`config.mk`:
```
export PLATFORM = sky130hd
export DESIGN_NAME = datapath_seq
export DESIGN_NICKNAME = d
export VERILOG_FILES = /design/src/rtl/datapath_seq_pkg.sv /design/src/rtl/datapath_seq_regfile.sv /design/src/rtl/datapath_seq.sv
export SDC_FILE = /design/constraint.sdc
export NUM_CORES = 1
export LEC_CHECK = 0
export CORE_MARGIN = 2
export CORE_UTILIZATION = 55
export DETAILED_ROUTE_END_ITERATION = 16
export GPL_ROUTABILITY_DRIVEN = 0
export GPL_TIMING_DRIVEN = 0
export HOLD_SLACK_MARGIN = 0.12
export PLACE_DENSITY = 0.83
export SYNTH_ARGS = -nofsm -noshare
export SYNTH_HDL_FRONTEND = slang
export SYNTH_SLANG_ARGS = --single-unit
```
`constraint.sdc`:
```
create_clock -name clk -period 10.42 [get_ports clk]
set_clock_uncertainty 0.1 [all_clocks]
set_input_delay 2.084 -clock clk [delete_from_list [all_inputs] [get_ports clk]]
set_output_delay 2.084 -clock clk [all_outputs]
set_load 0.005 [all_outputs]
```
`src/rtl/datapath_seq_pkg.sv`:
```
// Shared encodings for the self-sequencing datapath: ALU ops, shifter ops,
// writeback sources, FSM states and status-flag bit positions.
package datapath_seq_pkg;

   localparam logic [1:0] ALU_ADD  = 2'b00;
   localparam logic [1:0] ALU_SUB  = 2'b01;
   localparam logic [1:0] ALU_AND  = 2'b10;
   localparam logic [1:0] ALU_NOTB = 2'b11;

   localparam logic [1:0] SH_NONE = 2'b00;
   localparam logic [1:0] SH_LSL  = 2'b01;
   localparam logic [1:0] SH_LSR  = 2'b10;
   localparam logic [1:0] SH_ASR  = 2'b11;

   localparam logic [1:0] VSEL_C     = 2'b00;
   localparam logic [1:0] VSEL_IMM   = 2'b01;
   localparam logic [1:0] VSEL_MDATA = 2'b10;
   localparam logic [1:0] VSEL_PC    = 2'b11;

   // status = {N,V,Z}
   localparam int FLAG_N = 2;
   localparam int FLAG_V = 1;
   localparam int FLAG_Z = 0;

   typedef enum logic [2:0] {
      ST_IDLE = 3'd0,
      ST_RDA  = 3'd1,
      ST_RDB  = 3'd2,
      ST_EXEC = 3'd3,
      ST_WB   = 3'd4
   } state_t;

endpackage

```
`src/rtl/datapath_seq_regfile.sv`:
```
// NREGS x WIDTH register file: one async read port, one sync write port, sync clear.
// DATAPATH_SEQ_DBG_EN adds a second async read port for debug inspection.
module dp_regfile
#(
   parameter int WIDTH = 16,
   parameter int NREGS = 8,
   localparam int RW   = $clog2(NREGS)
) (
   input  logic             clk,
   input  logic             reset,
   input  logic             i_we,
   input  logic [RW-1:0]    i_waddr,
   input  logic [WIDTH-1:0] i_wdata,
   input  logic [RW-1:0]    i_raddr,
`ifdef DATAPATH_SEQ_DBG_EN
   input  logic [RW-1:0]    i_dbg_num,
   output logic [WIDTH-1:0] o_dbg_data,
`endif
   output logic [WIDTH-1:0] o_rdata
);

   logic [WIDTH-1:0] r_mem [NREGS];

   always_ff @(posedge clk) begin
      if (reset) begin
         for (int i = 0; i < NREGS; i++) begin
            r_mem[i] <= '0;
         end
      end else if (i_we) begin
         r_mem[i_waddr] <= i_wdata;
      end
   end

   assign o_rdata = r_mem[i_raddr];

`ifdef DATAPATH_SEQ_DBG_EN
   assign o_dbg_data = r_mem[i_dbg_num];
`endif

endmodule

```
`src/rtl/datapath_seq.sv`:
```
// Self-sequencing datapath: accepts one op descriptor, then walks it through
// RDA -> RDB -> EXEC -> WB. Optional debug read port under DATAPATH_SEQ_DBG_EN.
module datapath_seq
   import datapath_seq_pkg::*;
#(
   parameter int WIDTH = 16,
   parameter int NREGS = 8,
   parameter int PC_W  = 8,
   localparam int RW   = $clog2(NREGS)
) (
   input  logic             clk,
   input  logic             reset,
   // Handshake: a descriptor is taken on a rising edge where op_valid && op_ready.
   // op_ready is high only in IDLE; op_valid outside IDLE is ignored, not queued.
   input  logic             op_valid,
   output logic             op_ready,
   input  logic [RW-1:0]    op_rn,
   input  logic [RW-1:0]    op_rm,
   input  logic [RW-1:0]    op_rd,
   input  logic [1:0]       op_shift,
   input  logic [1:0]       op_aluop,
   input  logic             op_asel,
   input  logic             op_bsel,
   input  logic [WIDTH-1:0] op_imm,
   input  logic [1:0]       op_vsel,
   input  logic             op_wb,
   input  logic [WIDTH-1:0] mdata,
   input  logic [PC_W-1:0]  pc,
`ifdef DATAPATH_SEQ_DBG_EN
   input  logic [RW-1:0]    dbg_num,
   output logic [WIDTH-1:0] dbg_data,
`endif
   output logic             done,
   output logic [WIDTH-1:0] result,
   output logic [2:0]       status
);

   state_t r_state;
   state_t w_next_state;

   logic [RW-1:0]    r_rn;
   logic [RW-1:0]    r_rm;
   logic [RW-1:0]    r_rd;
   logic [1:0]       r_shift;
   logic [1:0]       r_aluop;
   logic             r_asel;
   logic             r_bsel;
   logic [WIDTH-1:0] r_imm;
   logic [1:0]       r_vsel;
   logic             r_wb;

   logic [WIDTH-1:0] r_a;
   logic [WIDTH-1:0] r_b;
   logic [WIDTH-1:0] r_c;
   logic [2:0]       r_status;

   logic             w_accept;
   logic             w_rf_we;
   logic [RW-1:0]    w_rf_raddr;
   logic [WIDTH-1:0] w_rf_rdata;
   logic [WIDTH-1:0] w_rf_wdata;
   logic [WIDTH-1:0] w_shift_out;
   logic [WIDTH-1:0] w_ain;
   logic [WIDTH-1:0] w_bin;
   logic [WIDTH-1:0] w_alu;
   logic             w_v;
   logic [2:0]       w_flags;

   // ---------------- FSM: state register ----------------
   always_ff @(posedge clk) begin
      if (reset) begin
         r_state <= ST_IDLE;
      end else begin
         r_state <= w_next_state;
      end
   end

   // ---------------- FSM: next state ----------------
   always_comb begin
      w_next_state = r_state;
      case (r_state)
         ST_IDLE: if (w_accept) w_next_state = ST_RDA;
         ST_RDA:  w_next_state = ST_RDB;
         ST_RDB:  w_next_state = ST_EXEC;
         ST_EXEC: w_next_state = ST_WB;
         ST_WB:   w_next_state = ST_IDLE;
         default: w_next_state = ST_IDLE;
      endcase
   end

   // ---------------- FSM: outputs ----------------
   always_comb begin
      op_ready   = 1'b0;
      done       = 1'b0;
      w_rf_we    = 1'b0;
      w_rf_raddr = r_rm;
      case (r_state)
         ST_IDLE: op_ready = 1'b1;
         ST_RDA:  w_rf_raddr = r_rn;
         ST_WB: begin
            done    = 1'b1;
            w_rf_we = r_wb;
         end
         default: ;
      endcase
   end

   assign w_accept = op_valid & op_ready;

   // ---------------- Descriptor latch and A/B/C/status registers ----------------
   always_ff @(posedge clk) begin
      if (reset) begin
         r_rn     <= '0;
         r_rm     <= '0;
         r_rd     <= '0;
         r_shift  <= SH_NONE;
         r_aluop  <= ALU_ADD;
         r_asel   <= 1'b0;
         r_bsel   <= 1'b0;
         r_imm    <= '0;
         r_vsel   <= VSEL_C;
         r_wb     <= 1'b0;
         r_a      <= '0;
         r_b      <= '0;
         r_c      <= '0;
         r_status <= '0;
      end else begin
         if (w_accept) begin
            r_rn    <= op_rn;
            r_rm    <= op_rm;
            r_rd    <= op_rd;
            r_shift <= op_shift;
            r_aluop <= op_aluop;
            r_asel  <= op_asel;
            r_bsel  <= op_bsel;
            r_imm   <= op_imm;
            r_vsel  <= op_vsel;
            r_wb    <= op_wb;
         end
         case (r_state)
            ST_RDA:  r_a <= w_rf_rdata;
            ST_RDB:  r_b <= w_rf_rdata;
            ST_EXEC: begin
               r_c      <= w_alu;
               r_status <= w_flags;
            end
            default: ;
         endcase
      end
   end

   // ---------------- Shifter (by one) ----------------
   always_comb begin
      w_shift_out = r_b;
      case (r_shift)
         SH_NONE: w_shift_out = r_b;
         SH_LSL:  w_shift_out = {r_b[WIDTH-2:0], 1'b0};
         SH_LSR:  w_shift_out = {1'b0, r_b[WIDTH-1:1]};
         SH_ASR:  w_shift_out = {r_b[WIDTH-1], r_b[WIDTH-1:1]};
         default: w_shift_out = r_b;
      endcase
   end

   assign w_ain = r_asel ? '0 : r_a;
   assign w_bin = r_bsel ? r_imm : w_shift_out;

   // ---------------- ALU and flags ----------------
   // Overflow: operands that should agree in sign (ADD) or disagree (SUB) yet flip the result sign.
   always_comb begin
      w_alu = '0;
      w_v   = 1'b0;
      case (r_aluop)
         ALU_ADD: begin
            w_alu = w_ain + w_bin;
            w_v   = (w_ain[WIDTH-1] == w_bin[WIDTH-1]) && (w_alu[WIDTH-1] != w_ain[WIDTH-1]);
         end
         ALU_SUB: begin
            w_alu = w_ain - w_bin;
            w_v   = (w_ain[WIDTH-1] != w_bin[WIDTH-1]) && (w_alu[WIDTH-1] != w_ain[WIDTH-1]);
         end
         ALU_AND:  w_alu = w_ain & w_bin;
         ALU_NOTB: w_alu = ~w_bin;
         default: ;
      endcase
   end

   always_comb begin
      w_flags         = '0;
      w_flags[FLAG_N] = w_alu[WIDTH-1];
      w_flags[FLAG_V] = w_v;
      w_flags[FLAG_Z] = (w_alu == '0);
   end

   // ---------------- Writeback source ----------------
   always_comb begin
      w_rf_wdata = r_c;
      case (r_vsel)
         VSEL_C:     w_rf_wdata = r_c;
         VSEL_IMM:   w_rf_wdata = r_imm;
         VSEL_MDATA: w_rf_wdata = mdata;
         VSEL_PC:    w_rf_wdata = WIDTH'(pc);
         default:    w_rf_wdata = r_c;
      endcase
   end

   dp_regfile #(
      .WIDTH (WIDTH),
      .NREGS (NREGS)
   ) u_regfile (
      .clk        (clk),
      .reset      (reset),
      .i_we       (w_rf_we),
      .i_waddr    (r_rd),
      .i_wdata    (w_rf_wdata),
      .i_raddr    (w_rf_raddr),
`ifdef DATAPATH_SEQ_DBG_EN
      .i_dbg_num  (dbg_num),
      .o_dbg_data (dbg_data),
`endif
      .o_rdata    (w_rf_rdata)
   );

   assign result = r_c;
   assign status = r_status;

endmodule

```
==> reports/metrics.csv <==
stage,metric,value,unit
sta,max_freq,199.3,MHz
setup_path,end_kind,flip-flop,
yosys,synth_cells,1349,
clock_network,cts_max_path_buffers,3,
yosys,synth-async-reset-ratio,0,
setup_path,cp.required,10760,ps
routing,routed_via_density,6.332,
grt,busiest_layer,met2,
floorplanning,die-area,22640,um2
yosys,yosys.area.top_type,edfxtp_1,
clock_network,numClockSinks,215,
finish,syn_to_final_growth,15.75,%
clock_network,cts_tree,built,
grt,grt_use_met3,0.05848,
finish,fin_util,0.6495,
routing,dr.first_iter.drc_count,1481,
yosys,synth.ff_latch_count,215,
yosys,synth_top_family_by_area,simple AND/OR/NAND/NOR gates,
setup_path,crit_fanout,10,
place,post-place-ws,5595,ps
yosys,synthTopCellsByArea,"edfxtp_1 33%, dfxtp_1 15%, nand2_1 8.6%, nor2_1 6.7%, ha_1 3.6%",
sta,rsz0062_at_grt,no,
clock_network,cts_root_buf,clkbuf_16,
yosys,synth_nets,1446,
clock_network,clkLatencyLatePin,510,ps
grt,grt_use_met1,0.4308,
finish,final_cell_mix,"271 x nand2_1, 211 x nor2_1, 128 x edfxtp_1",
routing,drt_pass1_iterations,5,
power,seqPwrFrac,0.410,
yosys,syn-cell-area,11800,um2
sta,slew_viol_final,0,
routing,routedWlPerCell,21.48,um
floorplanning,num_rows,53,
finish,n_antenna_cell,0,
sta,setup-violations-final,0,
yosys,synth_xor_area_frac,0.01039,
setup_path,crit_type,flip-flop to flip-flop,
finish,layout-drive-gt1-share,0.04765,
power,p_sw_frac,0.3175,
yosys,synth_cell_types,62,
worst_hold_path,hold_path_class,flip-flop to flip-flop,
routing,wl,37.47,mm
place,hpwl,27.30,mm
flow_run,drv_cap,0,
setup_path,start_kind,flip-flop,
grt,grt_use_met2,0.5339,
sta,finalCriticalPeriod,5017,ps
routing,vias,11040,
sta,final.setup.worst_slack,5403,ps
routing,drcViolationCount,0,
power,power_density,173.7,nW/um2
power,intPower,1.619,mW
grt,grt-ovfl-total,0,
power,p_switching,0.7530,mW
floorplanning,io_pins,82,
yosys,synth-compound-area-share,0.1522,
sta,fin_crit_sh,0.4815,
yosys,yosys.area_share.simple,0.2277,
floorplanning,die_height,150.5,um
routing,ant_nets,0,
grt,grt_pass1_wl,56.16,mm
run_status,status,"finished, final reports clean",
yosys,ys_warn_count,0,
power,ir_worst_vdd,0.1564,mV
finish,fillerInstances,1677,
power,power_frac_clock,0.331,
floorplanning,die_w,150.5,um
floorplanning,core-area,21020,um2
clock_network,cts_hold_buf,0,
setup_path,worstPathArrival,5360,ps
yosys,syn_area_per_cell,8.744,um2
sta,slew_headroom,0.3090,
grt,grt_pass1_vias,10180,
clock_network,clkSlewWorstSetupHoldPaths,60,ps
floorplanning,start_util,0.5612,
yosys,synth_fa_ha_area_frac,0.03946,
sta,tns,0,ps
yosys,synth_edf_count,128,
grt,grt_start_max_net_pins,17,
power,leakagePower,4.959,nW
finish,nets,1550,
grt,antenna_found_initial,0,
yosys,synthMuxAreaShare,0.05600,
finish,final_common_cell,nand2_1,
grt,track_usage,0.3245,
clock_network,htreeDepth,1,
yosys,ys_seq_area_frac,0.4735,
clock_network,post_cts_buffers,0,
setup_path,worst-r2r-setup-slack,5400,ps
yosys,synth_flop_cell,edfxtp_1,
clock_network,ctsResizeCount,0,
sta,worst_pin_slew,1037,ps
yosys,yosys.area.top_type_share,0.3258,
sta,hold_viol,0,
place,io_buffers,80,
clock_network,cts_buffers,22,
power,combPwrFrac,0.259,
logic make-up after synthesis:
logic type               count (synthesis)
AO/OA/AOI/OAI                          269
XOR/XNOR                                14
AND/OR/NAND/NOR                        629
flip-flops                             215
multiplexers                            63
buffers and inverters                  123
adder cells (fa/ha/maj)                 36
final cells by class:
type | instances | area (um2) | share of cell area
sequential | 215 | 5585 | 0.4091
buffer | 93 | 367.9 | 0.02694
multi-input combinational | 1011 | 5731 | 0.4197
inverter | 30 | 112.6 | 0.008247
clock buffer | 29 | 608.1 | 0.04453
tap | 275 | 344.1 | 0.02520
timing repair buffer | 80 | 800.8 | 0.05865
clock inverter | 11 | 105.1 | 0.007697
metrics by stage:
stage | hold slack (ps) | total power [mW] | instance area [um2] | std cells
6_report | 359.4 | 2.372 | 13650 | 1744
5_1_grt | 378.4 | 2.444 | 13650 | 1744
3_3_place_gp | 347.0 | 1.562 | 12940 | 1704
4_1_cts | 360.3 | 2.342 | 13650 | 1744
2_1_floorplan | 335.7 | 1.382 | 11800 | 1349
3_5_place_dp | 352.0 | 1.575 | 12940 | 1704
power by group through the flow:
stage	clock network (mW)	logic [mW]	registers [mW]
CTS	0.779	0.593	0.970
detailed placement	0	0.587	0.988
global route	0.812	0.657	0.975
finish	0.786	0.614	0.972
floorplan	0	0.404	0.978
global placement	0	0.577	0.986
registers in the layout (all words and copies together) (netlist names), 3 cells and up:
name / cells
r_rm: 3
r_rn: 3
r_a: 16
r_state: 3
r_imm: 16
r_b: 16
r_rd: 3
result: 16
u_regfile.r_mem: 128
path summary, 6_finish.rpt:
check             start  cells after the start   endpoint
max          r_shift[1]                     14  status[0]
min             r_rn[2]                      2    r_rn[2]
max reg2reg  r_shift[1]                     14  status[0]
min reg2reg     r_rn[2]                      2    r_rn[2]
layer usage:
layer | vias to the layer above | wire, um
met5 | - | 0
li1 | 4951 | -
met3 | 141 | 4207
met4 | 0 | 1608
met1 | 5235 | 14070
met2 | 716 | 17580
Yosys cell counts, types with 9 or more instances:
| cell | n |
|---|---|
| o21ai_0 | 28 |
| nor3_1 | 13 |
| nor2b_1 | 23 |
| edfxtp_1 | 128 |
| o21ai_1 | 9 |
| mux2_2 | 24 |
| clkbuf_1 | 80 |
| xnor2_1 | 11 |
| nand2_1 | 271 |
| ha_1 | 34 |
| nand3_1 | 40 |
| nor2_1 | 211 |
| a211oi_1 | 41 |
| nand2b_1 | 20 |
| dfxtp_1 | 87 |
| and3_1 | 18 |
| a31oi_1 | 23 |
| inv_1 | 30 |
| a21oi_1 | 81 |
| a311oi_1 | 19 |
| mux2i_1 | 39 |
worst max-delay path, cell delays in order (launching register included):
cell       delay (ps)
dfxtp_1           410
clkbuf_1          340
clkbuf_1          370
o21ai_0           150
mux2i_1           420
inv_1              90
ha_1              400
nor4_1            780
or3_1             230
a221oi_1           90
a221o_1           390
or4_1             580
a2111oi_2         230
o2111ai_1         240
nand2_1           130
Power figures use the tool's default switching activity.
